$ cat config.mk
export PLATFORM = sky130hd
export DESIGN_NAME = urv_writeback
export DESIGN_NICKNAME = d
export VERILOG_FILES = /design/src/rtl/urv_writeback.sv
export SDC_FILE = /design/constraint.sdc
export NUM_CORES = 1
export LEC_CHECK = 0
export CAP_MARGIN = 40
export CORE_ASPECT_RATIO = 1.5
export CORE_MARGIN = 2
export CORE_UTILIZATION = 48
export CTS_BUF_LIST = sky130_fd_sc_hd__clkbuf_8
export DETAILED_ROUTE_END_ITERATION = 10
export GPL_ROUTABILITY_DRIVEN = 0
export GPL_TIMING_DRIVEN = 0
export PLACE_DENSITY_LB_ADDON = 0.1
export SYNTH_ARGS = -nofsm -noshare
export SYNTH_HDL_FRONTEND = slang
export SYNTH_SLANG_ARGS = --single-unit
export TNS_END_PERCENT = 30
$ cat constraint.sdc
create_clock -name clk_i -period 4.29 [get_ports clk_i]
set_input_delay 0.858 -clock clk_i [delete_from_list [all_inputs] [get_ports clk_i]]
set_output_delay 0.858 -clock clk_i [all_outputs]
set_load 0.02 [all_outputs]
$ cat src/rtl/urv_writeback.sv
// uRV writeback stage: registers ALU results, aligns/sign-extends load data,
// drives the regfile write port and bypass, and stalls while a load is pending.
module urv_writeback #(
  parameter int unsigned LOAD_TIMEOUT = 255,
  parameter bit          WITH_TIMEOUT = 1'b1
) (
  input  logic        clk_i,
  input  logic        rst_i,
  input  logic        x_valid_i,
  input  logic [4:0]  x_rd_i,
  input  logic [31:0] x_rd_value_i,
  input  logic        x_rd_write_i,
  input  logic        x_load_i,
  input  logic [2:0]  x_fun3_i,
  input  logic [1:0]  x_addr_lsb_i,
  input  logic        dm_load_done_i,
  input  logic [31:0] dm_data_l_i,
  output logic        w_stall_o,
  output logic [4:0]  rf_rd_o,
  output logic [31:0] rf_rd_value_o,
  output logic        rf_rd_write_o,
  output logic        w_bypass_rd_write_o,
  output logic [31:0] w_bypass_rd_value_o,
  output logic        dm_error_o
);

  localparam int unsigned CNT_W = 16;

  typedef enum logic {S_IDLE, S_WAIT} state_t;

  state_t             state_q, state_d;
  logic [CNT_W-1:0]   cnt_q, cnt_d;
  logic [4:0]         ld_rd_q, ld_rd_d;
  logic [2:0]         ld_fun3_q, ld_fun3_d;
  logic [1:0]         ld_lsb_q, ld_lsb_d;
  logic               ld_wr_q, ld_wr_d;
  logic [4:0]         rd_q, rd_d;
  logic [31:0]        val_q, val_d;
  logic               wr_q, wr_d;
  logic               err_q, err_d;
  logic [7:0]         load_byte;
  logic [15:0]        load_half;
  logic [31:0]        load_val;

  // Select and extend the addressed byte/half of the returned word
  always_comb begin
    load_byte = dm_data_l_i[7:0];
    load_half = ld_lsb_q[1] ? dm_data_l_i[31:16] : dm_data_l_i[15:0];
    load_val  = dm_data_l_i;
    unique case (ld_lsb_q)
      2'd0:    load_byte = dm_data_l_i[7:0];
      2'd1:    load_byte = dm_data_l_i[15:8];
      2'd2:    load_byte = dm_data_l_i[23:16];
      default: load_byte = dm_data_l_i[31:24];
    endcase
    unique case (ld_fun3_q)
      3'b000:  load_val = {{24{load_byte[7]}}, load_byte};
      3'b001:  load_val = {{16{load_half[15]}}, load_half};
      3'b100:  load_val = {24'h000000, load_byte};
      3'b101:  load_val = {16'h0000, load_half};
      default: load_val = dm_data_l_i;
    endcase
  end

  // Next-state and next-output logic
  always_comb begin
    state_d   = state_q;
    cnt_d     = cnt_q;
    ld_rd_d   = ld_rd_q;
    ld_fun3_d = ld_fun3_q;
    ld_lsb_d  = ld_lsb_q;
    ld_wr_d   = ld_wr_q;
    rd_d      = rd_q;
    val_d     = val_q;
    wr_d      = 1'b0;
    err_d     = err_q;
    unique case (state_q)
      S_IDLE: begin
        if (x_valid_i) begin
          if (x_load_i) begin
            ld_rd_d   = x_rd_i;
            ld_fun3_d = x_fun3_i;
            ld_lsb_d  = x_addr_lsb_i;
            ld_wr_d   = (x_rd_i != 5'd0);
            cnt_d     = '0;
            state_d   = S_WAIT;
          end else begin
            rd_d  = x_rd_i;
            val_d = x_rd_value_i;
            wr_d  = x_rd_write_i && (x_rd_i != 5'd0);
          end
        end
      end
      S_WAIT: begin
        cnt_d = cnt_q + 1'b1;
        // A response on the final allowed cycle still completes the load
        if (dm_load_done_i) begin
          rd_d    = ld_rd_q;
          val_d   = load_val;
          wr_d    = ld_wr_q;
          state_d = S_IDLE;
        end else if (WITH_TIMEOUT && (cnt_q == CNT_W'(LOAD_TIMEOUT - 1))) begin
          err_d   = 1'b1;
          state_d = S_IDLE;
        end
      end
      default: state_d = S_IDLE;
    endcase
  end

  always_ff @(posedge clk_i) begin
    if (!rst_i) begin
      state_q   <= S_IDLE;
      cnt_q     <= '0;
      ld_rd_q   <= '0;
      ld_fun3_q <= '0;
      ld_lsb_q  <= '0;
      ld_wr_q   <= 1'b0;
      rd_q      <= '0;
      val_q     <= '0;
      wr_q      <= 1'b0;
      err_q     <= 1'b0;
    end else begin
      state_q   <= state_d;
      cnt_q     <= cnt_d;
      ld_rd_q   <= ld_rd_d;
      ld_fun3_q <= ld_fun3_d;
      ld_lsb_q  <= ld_lsb_d;
      ld_wr_q   <= ld_wr_d;
      rd_q      <= rd_d;
      val_q     <= val_d;
      wr_q      <= wr_d;
      err_q     <= err_d;
    end
  end

  assign w_stall_o           = (state_q == S_WAIT);
  assign rf_rd_o             = rd_q;
  assign rf_rd_value_o       = val_q;
  assign rf_rd_write_o       = wr_q;
  assign w_bypass_rd_write_o = wr_q;
  assign w_bypass_rd_value_o = val_q;
  assign dm_error_o          = err_q;

endmodule

Yosys cells after proc, flatten, opt, wreduce, memory -nomap -nowiden. Index checks and enable logic that the tools add are counted.

Latch bits: 0. Bits in registers: 67. Bits in writable memories: 0. ROM bits: 0. Logic and storage cells: 54. Output and inout port bits: 73. Bits of input ports: 80. Memories: 0.

Equal/unequal tests: 10. Reductions and logical operators: 8. Add/subtract/negate cells: 1. Mux-type cells: 23. Order comparisons: 0. Bitwise gates (word level): 2. Divide/modulo/power cells: 0. $mul: 0. Shift-type cells: 0.

Operators by type and width (number): 32-bit case mux with 4 select lines (1); 32-bit 2-to-1 mux (3); 32-bit case mux with 2 select lines (1); 16-bit 2-to-1 mux (3); 16-bit case mux with 2 select lines (1); 8-bit case mux with 3 select lines (1); 16-bit by 1-bit adder with 16-bit output (second input constant) (1); 16-bit by 8-bit == test with 1-bit output (second input constant) (1); 5-bit 2-to-1 mux (3); 5-bit case mux with 2 select lines (1); 3-bit AND reduction (3); 2-bit inequality test (second input constant) (4); 1-bit 2-to-1 mux (7); 3-bit == test (second input constant) (2); 5-bit nonzero test (1); 1-bit case mux with 2 select lines (2); 3-bit by 1-bit == test with 1-bit output (second input constant) (1); 3-bit zero test (1); 2-bit by 1-bit == test with 1-bit output (second input constant) (1); 2-bit == test (second input constant) (1); 2-bit zero test (1); 1-bit NOT (2); 2-bit AND reduction (1); 1-bit logical AND (1).

Depth between registers and ports, before layout. Gate-level depths: netlist of the first run.

Depth in word-level cells: 5. Depth in mapped cells: 6. Depth with buffers taken out: 6.

Worst setup path before layout of the first run. OpenSTA, ideal clock, no wires.

Kind: input to register. From: in dm_data_l_i[31]. To: reg val_q[22], in the netlist rf_rd_value_o[22]. Path slack: 2.114 ns. Buffers on the path: 2. Arrival: 2.047 ns. Data required time: 4.160 ns. Stages: 6. Path through: mux4_2 and4b_1 buf_6 buf_6 a311oi_1 o22ai_1.

Cells in the longest elaborated chain, start to end: 4. Elaborated cells between the ends (all ways): 5. Classes of those cells: mux: 5.

Ends and longest elaborated chain: start: declaration (RTL line 17) `input logic [31:0] dm_data_l_i,`; 8-bit case mux with 3 select lines or 16-bit 2-to-1 mux (tied branches) (RTL line 50, 48); 32-bit case mux with 4 select lines (*) (RTL line 56) `unique case (ld_fun3_q)`; 32-bit 2-to-1 mux (*) (RTL line 97) `if (dm_load_done_i) begin`; 32-bit case mux with 2 select lines (*) (RTL line 77) `unique case (state_q)`; end signal: assignment (RTL line 131) `val_q <= val_d;`; end: declaration (RTL line 38) `logic [31:0] val_q, val_d;`.

Every way passes the cells marked *; elsewhere a longest branch is shown, timed or not. The select of a mux whose other input is x is not followed. A chain may end at the register's enable or synchronous reset.

==> summary.md, run 1 <==
| Metric | Value |
|---|---|
| Status | `finished clean` |
| Comb power frac | `25.8%` |
| Chip height | `roughly 110 um` |
| Top_reg_cell synth | `dfxtp_1` |
| Compound-Gate Fraction of Synth Area | `25.5%` |
| Cts repair resizes | `0` |
| Simple-gate share of the synthesized area | `18.3%` |
| Post-DP HPWL | `9480 um` |
| DRC Markers | `0` |
| DRT Wirelength | `approximately 12000 um` |
| Final Setup Violations | `0` |
| Rel. slew slack | `61.0%` |
| Largest family of logic cells by synthesized area | `compound AO/OA/AOI/OAI gates` |
| Vias | `4127` |
| Async SR Flop Fraction | `0%` |
| Cell accounting for the most synthesized area | `dfxtp_1` |
| Clock power frac | `35.9%` |
| Multiplexer share of the synthesized area | `6.63%` |
| PortBufs | `152` |
| Cell internal pwr | `about 0.0013 W` |
| Levels on crit path | `6` |
| Remaining Overflow, GRT | `0` |
| Final slew viol count | `0` |
| DR iter-0 viols | `287` |
| Initial Util | `49.6%` |
| Syn Inst Count | `447` |
| Final worst path period need | `between 2 and 3 ns` |
| First-pass GRT wire length | `roughly 20000 um` |
| Post-Synth Adder-Cell Area | `0.663%` |
| Number of global-route vias before repair | `4008` |
| Fin Setup TNS | `0 ns` |
| Root buf cell | `clkbuf_8` |
| Fmax | `374 MHz` |
| Final Hold Fails | `0` |
| Drt first pass iters | `5` |
| Reg power frac | `38.3%` |
| Die Wd | `around 76 um` |
| CTS H-tree lvls | `3` |
| Final Skew | `0.00527 ns` |
| WP data arrival | `2.96 ns` |
| Die area | `8600 um^2` |
| Slack of the worst reg-to-reg path | `2.21 ns` |
| Psw | `0.000503 W` |
| CTS Buffer Depth | `2` |
| Register area share after synthesis | `between 30 and 40%` |
| Synth Area in XOR/XNOR | `0.697%` |
| Final design utilization | `between 70 and 80%` |
| Mapped Nets | `~530` |
| Critical Path End Type | `flop` |
| Via density | `5.76` |
| Non-Filler Instances | `717` |
| RSZ-0062 raised after global routing | `false` |
| Syn Area/Cell | `8.44 um^2` |
| Largest net degree at the start of global routing | `13` |
| CTS Hold Bufs | `0` |
| Switching part of the total | `between 20% and 30%` |
| Highest Signal Layer | `met4` |
| Met1 WL | `4670 um` |
| Layout Nets | `692` |
| R2r startpoint | `w_stall_o` |
| Commonest non-fill, non-tap cell in the layout | `clkdlybuf4s50_1` |
| Worst Setup EP | `rf_rd_value_o[24]` |
| Final ANT Viol Nets | `0` |
| Syn. warnings | `0` |
| Critical-path top delay cell | `clkdlybuf4s50_1` |
| WL met2 | `about 6500 um` |
| Crit path buf inv count | `3` |
| CP max stage delay | `approximately 0.65 ns` |
| Distinct cells, synth | `52` |
| Top delay family on crit path | `buffers and inverters` |
| Synth top area cells | `dfxtp_1 36%, buf_4 7.0%, mux2_2 4.2%` |
| Initial antenna violation count | `0` |
| Most frequent cells in the layout | `152 x clkdlybuf4s50_1, 67 x dfxtp_1, 42 x nand2_1` |
| WL per Instance | `17.4 um` |
| P per Cell Area | `315 nW/um^2` |
| Wire length on met3 | `slightly above 800 um` |
| CP Max Fanout | `10` |
| CTS tree | `done` |
| Worst slew pin tran | `0.584 ns` |
| Worst setup path startpoint | `rst_i` |
| Post-synth EDFFs | `0` |
| Area growth, synth to finish | `50.1%` |
| Maximum VDD drop | `0.000387 V` |
| GRT Total Usage | `29.1%` |
| Worst reg2reg path depth | `6` |
| Synth Cell Area | `3770 um^2` |
| Worst hold path type | `flop to flop` |
| Num CTS Buffers | `9` |
| Clock transition at path regs | `0.08 ns` |
| P_leak | `between 1.5 and 2 nW` |
| Clk_lat worst skew | `0.36 ns` |
| IO Pins | `153` |
| Max Cap Violations | `0` |
| Synth Register Bits | `67` |
| Critical Path RT | `between 4 and 5 ns` |
| Placed cell count | `around 700` |
| Share of layout cells above drive strength 1 | `between 10% and 20%` |
| Top-area cell type share of the netlist area | `35.6%` |
| Ant. Diodes | `0` |
| Placeable core region | `7610 um^2` |
| Number of post-CTS setup repair buffers | `0` |
| Startpoint types | `input port` |
| Tcrit/Tclk final | `62.4%` |
| Critical path type | `input port to flop` |
| R2r endpoint | `rf_rd_value_o[27]` |
| Clock Sinks | `67` |
| Row cnt | `39` |
| Crit path cell chain | `clkdlybuf4s50_1, clkinv_1, a21oi_1, clkbuf_1, o21ai_0, o22ai_1` |
-- worst min path at each step --
stage,from,cells after the start,slack (ns),end
2_1_floorplan,ld_wr_q,2,0.43,rf_rd_write_o
3_3_place_gp,ld_rd_q[3],2,0.44,ld_rd_q[3]
3_5_place_dp,ld_rd_q[3],2,0.45,ld_rd_q[3]
4_1_cts,ld_rd_q[3],2,0.46,ld_rd_q[3]
5_1_grt,ld_rd_q[0],2,0.48,ld_rd_q[0]
6_report,ld_rd_q[3],2,0.45,ld_rd_q[3]
-- layout make-up --
cell class                 instances  area [um^2]
multi-input combinational        295         1960
fill                             613         1950
timing repair buffer             152         1520
sequential                        67         1340
buffer                            65          399
tap                              102          128
clock buffer                       9          124
clock inverter                     7          116
inverter                          20         75.1
-- metrics by stage --
step	worst slack (ns)	hold WS (ns)	area, um^2	power [W]
after floorplan	2.11	0.432	3770	0.000926
after global placement	1.32	0.442	5420	0.00114
after detailed placement	1.33	0.448	5420	0.00115
after CTS	1.66	0.458	5660	0.00179
after global routing	1.46	0.476	5660	0.00185
final	1.62	0.455	5660	0.00178
-- Yosys cell counts, types with 2 or more instances --
cell	number
o22ai_1	16
buf_1	2
nand4_1	5
buf_6	2
nor4b_1	3
o311ai_0	2
o211ai_1	6
or3_1	6
xor2_1	2
nand2_1	42
a211oi_1	6
buf_4	35
a311oi_1	15
o21ai_0	24
ha_1	2
nor2b_1	8
and2_1	2
mux2i_1	7
dfxtp_1	67
o221ai_1	14
clkbuf_1	19
inv_1	19
nand3b_1	3
o21a_1	4
mux2_2	14
nor3b_1	3
a31oi_1	9
and3_1	2
or4_1	3
nor3_1	5
nand2b_1	17
a21oi_1	31
buf_2	7
nor2_1	13
a221oi_1	9
nand3_1	7
-- flip-flops by register name, indices dropped and copies added (netlist names) --
signal / flops
cnt_q: 16
dm_error_o: 1
rf_rd_o: 5
ld_fun3_q: 3
w_stall_o: 1
ld_lsb_q: 2
rf_rd_value_o: 32
rf_rd_write_o: 1
ld_wr_q: 1
ld_rd_q: 5
-- power by group through the flow --
| stage | combinational [W] | clock (W) | sequential (W) |
|---|---|---|---|
| 5_1_grt | 0.000488 | 0.000679 | 0.000686 |
| 6_report | 0.000460 | 0.000640 | 0.000683 |
| 4_1_cts | 0.000459 | 0.000650 | 0.000683 |
| 3_5_place_dp | 0.000455 | 0 | 0.000697 |
| 2_1_floorplan | 0.000201 | 0 | 0.000726 |
| 3_3_place_gp | 0.000447 | 0 | 0.000695 |
-- kinds of logic (layout without fill, tap and decap cells) --
logic type      count (synthesis)  count (layout)
fa+ha+maj                       2               2
simple gates                  128             128
mux                            22              22
compound gates                140             140
buf+inv                        85             253
flops                          67              67
xor+xnor                        3               3
-- worst reg2reg max path, stage by stage, from the launching register on --
cell and delay (ns):
dfxtp_1 0.39, buf_2 0.27, nor3b_1 0.11, nor2_2 0.47
nand2_1 0.33, buf_2 0.28, o22ai_1 0.16
-- per-layer routing --
layer	global-route usage (%)	vias to the layer above
li1	-	1953
met2	50.9	200
met3	8.36	44
met4	13.9	0
met5	0	-
met1	32.2	1930
Note: power is estimated with default switching activity, not from simulation.
==> run 2: changes to the inputs <==
--- a/config.mk
+++ b/config.mk
@@ -8,7 +8,7 @@
 export CAP_MARGIN = 40
 export CORE_ASPECT_RATIO = 1.5
 export CORE_MARGIN = 2
-export CORE_UTILIZATION = 48
+export CORE_UTILIZATION = 41
 export CTS_BUF_LIST = sky130_fd_sc_hd__clkbuf_8
 export DETAILED_ROUTE_END_ITERATION = 10
 export GPL_ROUTABILITY_DRIVEN = 0
==> constraint.sdc (replaced) <==
create_clock -name clk_i -period 2.3 [get_ports clk_i]
set_input_delay 0.46 -clock clk_i [delete_from_list [all_inputs] [get_ports clk_i]]
set_output_delay 0.46 -clock clk_i [all_outputs]
set_load 0.02 [all_outputs]
==> summary.md, run 2 (synthesis results as in run 1) <==
| Metric | Value |
|---|---|
| Status | `finished clean` |
| Critical-path top delay cell | `mux4_2` |
| Initial antenna violation count | `0` |
| PortBufs | `152` |
| Tcrit/Tclk final | `94.0%` |
| Switching part of the total | `28.8%` |
| Root buf cell | `clkbuf_8` |
| Worst hold path stage count | `2` |
| Die area | `10000 um^2` |
| P per Cell Area | `580 nW/um^2` |
| Comb power frac | `26.0%` |
| Chip height | `121 um` |
| Crit path buf inv count | `3` |
| WL per Instance | `17.4 um` |
| Most frequent cell on the critical path | `buf_6` |
| Final Hold Fails | `0` |
| Startpoint types | `input port` |
| Share of layout cells above drive strength 1 | `13.3%` |
| Worst slew pin tran | `0.629 ns` |
| Row cnt | `42` |
| Critical Path RT | `2.53 ns` |
| Via density | `5.53` |
| P_leak | `slightly below 2 nW` |
| CTS H-tree lvls | `3` |
| Die Wd | `a little over 80 um` |
| Worst reg2reg path depth | `6` |
| Largest net degree at the start of global routing | `13` |
| Clock Sinks | `67` |
| WP data arrival | `2.40 ns` |
| Reg power frac | `38.7%` |
| Critical path type | `input port to flop` |
| CP max stage delay | `roughly 0.51 ns` |
| Number of global-route vias before repair | `3906` |
| Clock power frac | `35.3%` |
| Psw | `0.000947 W` |
| Clk_lat worst skew | `0.36 ns` |
| # fillers | `779` |
| Layout Nets | `692` |
| Drt first pass iters | `7` |
| CTS tree | `done` |
| Levels on crit path | `7` |
| Number of post-CTS setup repair buffers | `0` |
| Final ANT Viol Nets | `0` |
| DRT Wirelength | `~13000 um` |
| Maximum VDD drop | `0.000403 V` |
| Fmax | `463 MHz` |
| Placeable core region | `8880 um^2` |
| Post-DP HPWL | `around 9800 um` |
| Crit path cell chain | `clkdlybuf4s50_1, mux4_2, and4b_1, buf_6, buf_6, a311oi_1, o22ai_1` |
| Power after layout | `between 0.003 and 0.004 W` |
| Number of flip-flops in the largest register | `32` |
| Final slew viol count | `0` |
| Cell internal pwr | `0.00234 W` |
| Final Skew | `0.00574 ns` |
| First-pass GRT wire length | `19300 um` |
| Num CTS Buffers | `9` |
| Ant. Diodes | `0` |
| Critical Path End Type | `flop` |
| Area growth, synth to finish | `50.3%` |
| Rel. slew slack | `58.0%` |
| Max Cap Violations | `0` |
| Initial Util | `42.5%` |
| Top delay family on crit path | `buffers and inverters` |
| Final Setup Violations | `0` |
| GRT Total Usage | `25.6%` |
| Most frequent cells in the layout | `152 x clkdlybuf4s50_1, 67 x dfxtp_1, 42 x nand2_1` |
| Remaining Overflow, GRT | `0` |
| Vias | `4009` |
| DR iter-0 viols | `230` |
| Final worst path period need | `2.16 ns` |
| Commonest non-fill, non-tap cell in the layout | `clkdlybuf4s50_1` |
| Fin Setup TNS | `0 ns` |
| Clock transition at path regs | `0.07 ns` |
| Worst hold path type | `flop to flop` |
| DRC Markers | `0` |
| IO Pins | `153` |
| CTS Buffer Depth | `2` |
| CP Max Fanout | `10` |
| Final design utilization | `63.9%` |
| RSZ-0062 raised after global routing | `false` |
run 2: worst min-delay path: cells and delay by family, from the launching register on:
kind            cells  cell delay [ns]
flops               1             0.31
simple gates        1             0.05
compound gates      1             0.05
run 2: final cells by class:
| type | count | area [um^2] | share of cell area [%] |
|---|---|---|---|
| Timing Repair Buffer | 152 | 1520 | 26.8 |
| Buffer | 65 | 400 | 7.06 |
| Multi-Input combinational cell | 295 | 1960 | 34.6 |
| Tap cell | 110 | 138 | 2.43 |
| Sequential cell | 67 | 1340 | 23.6 |
| Inverter | 20 | 75.1 | 1.32 |
| Clock inverter | 5 | 83.8 | 1.48 |
| Clock buffer | 11 | 151 | 2.67 |
run 2: final timing paths:
check	slack, ns	end	startpoint
setup / recovery	0.14	rf_rd_value_o[24]	dm_data_l_i[15]
hold / removal	0.46	ld_rd_q[4]	ld_rd_q[4]
setup reg to reg	0.14	rf_rd_value_o[27]	w_stall_o
hold reg to reg	0.46	ld_rd_q[4]	ld_rd_q[4]
run 2: per-stage QoR:
stage               hold slack (ns)  setup slack (ns)  cells  area (um^2)
detailed placement            0.448            -0.278    709         5430
floorplan                     0.432             0.522    447         3770
global route                  0.478            0.0596    725         5670
global placement              0.441            -0.279    709         5430
finish                        0.457             0.138    725         5670
CTS                           0.458            0.0750    725         5670
run 2: what timing repair did:
item	CTS	global route
hold buffers	0	0
resized for setup	0	3
endpoints found under the setup margin	0	14
run 2: metal layers:
layer  global-route usage (%)  part of all wire (%)  wire length [um]  up-vias
met5                        0                     0                 0        -
met2                     45.9                    53              6680      187
met3                     5.36                   6.3               799       23
met4                     8.13                   2.0               256        0
li1                         -                     -                 -     1942
met1                     29.3                    39              4880     1857
run 2: power by group through the flow:
stage	logic [W]	registers, W	clock network, W
3_5_place_dp	0.000851	0.00130	0
6_report	0.000856	0.00127	0.00116
3_3_place_gp	0.000840	0.00130	0
2_1_floorplan	0.000374	0.00135	0
4_1_cts	0.000855	0.00127	0.00117
5_1_grt	0.000913	0.00128	0.00122
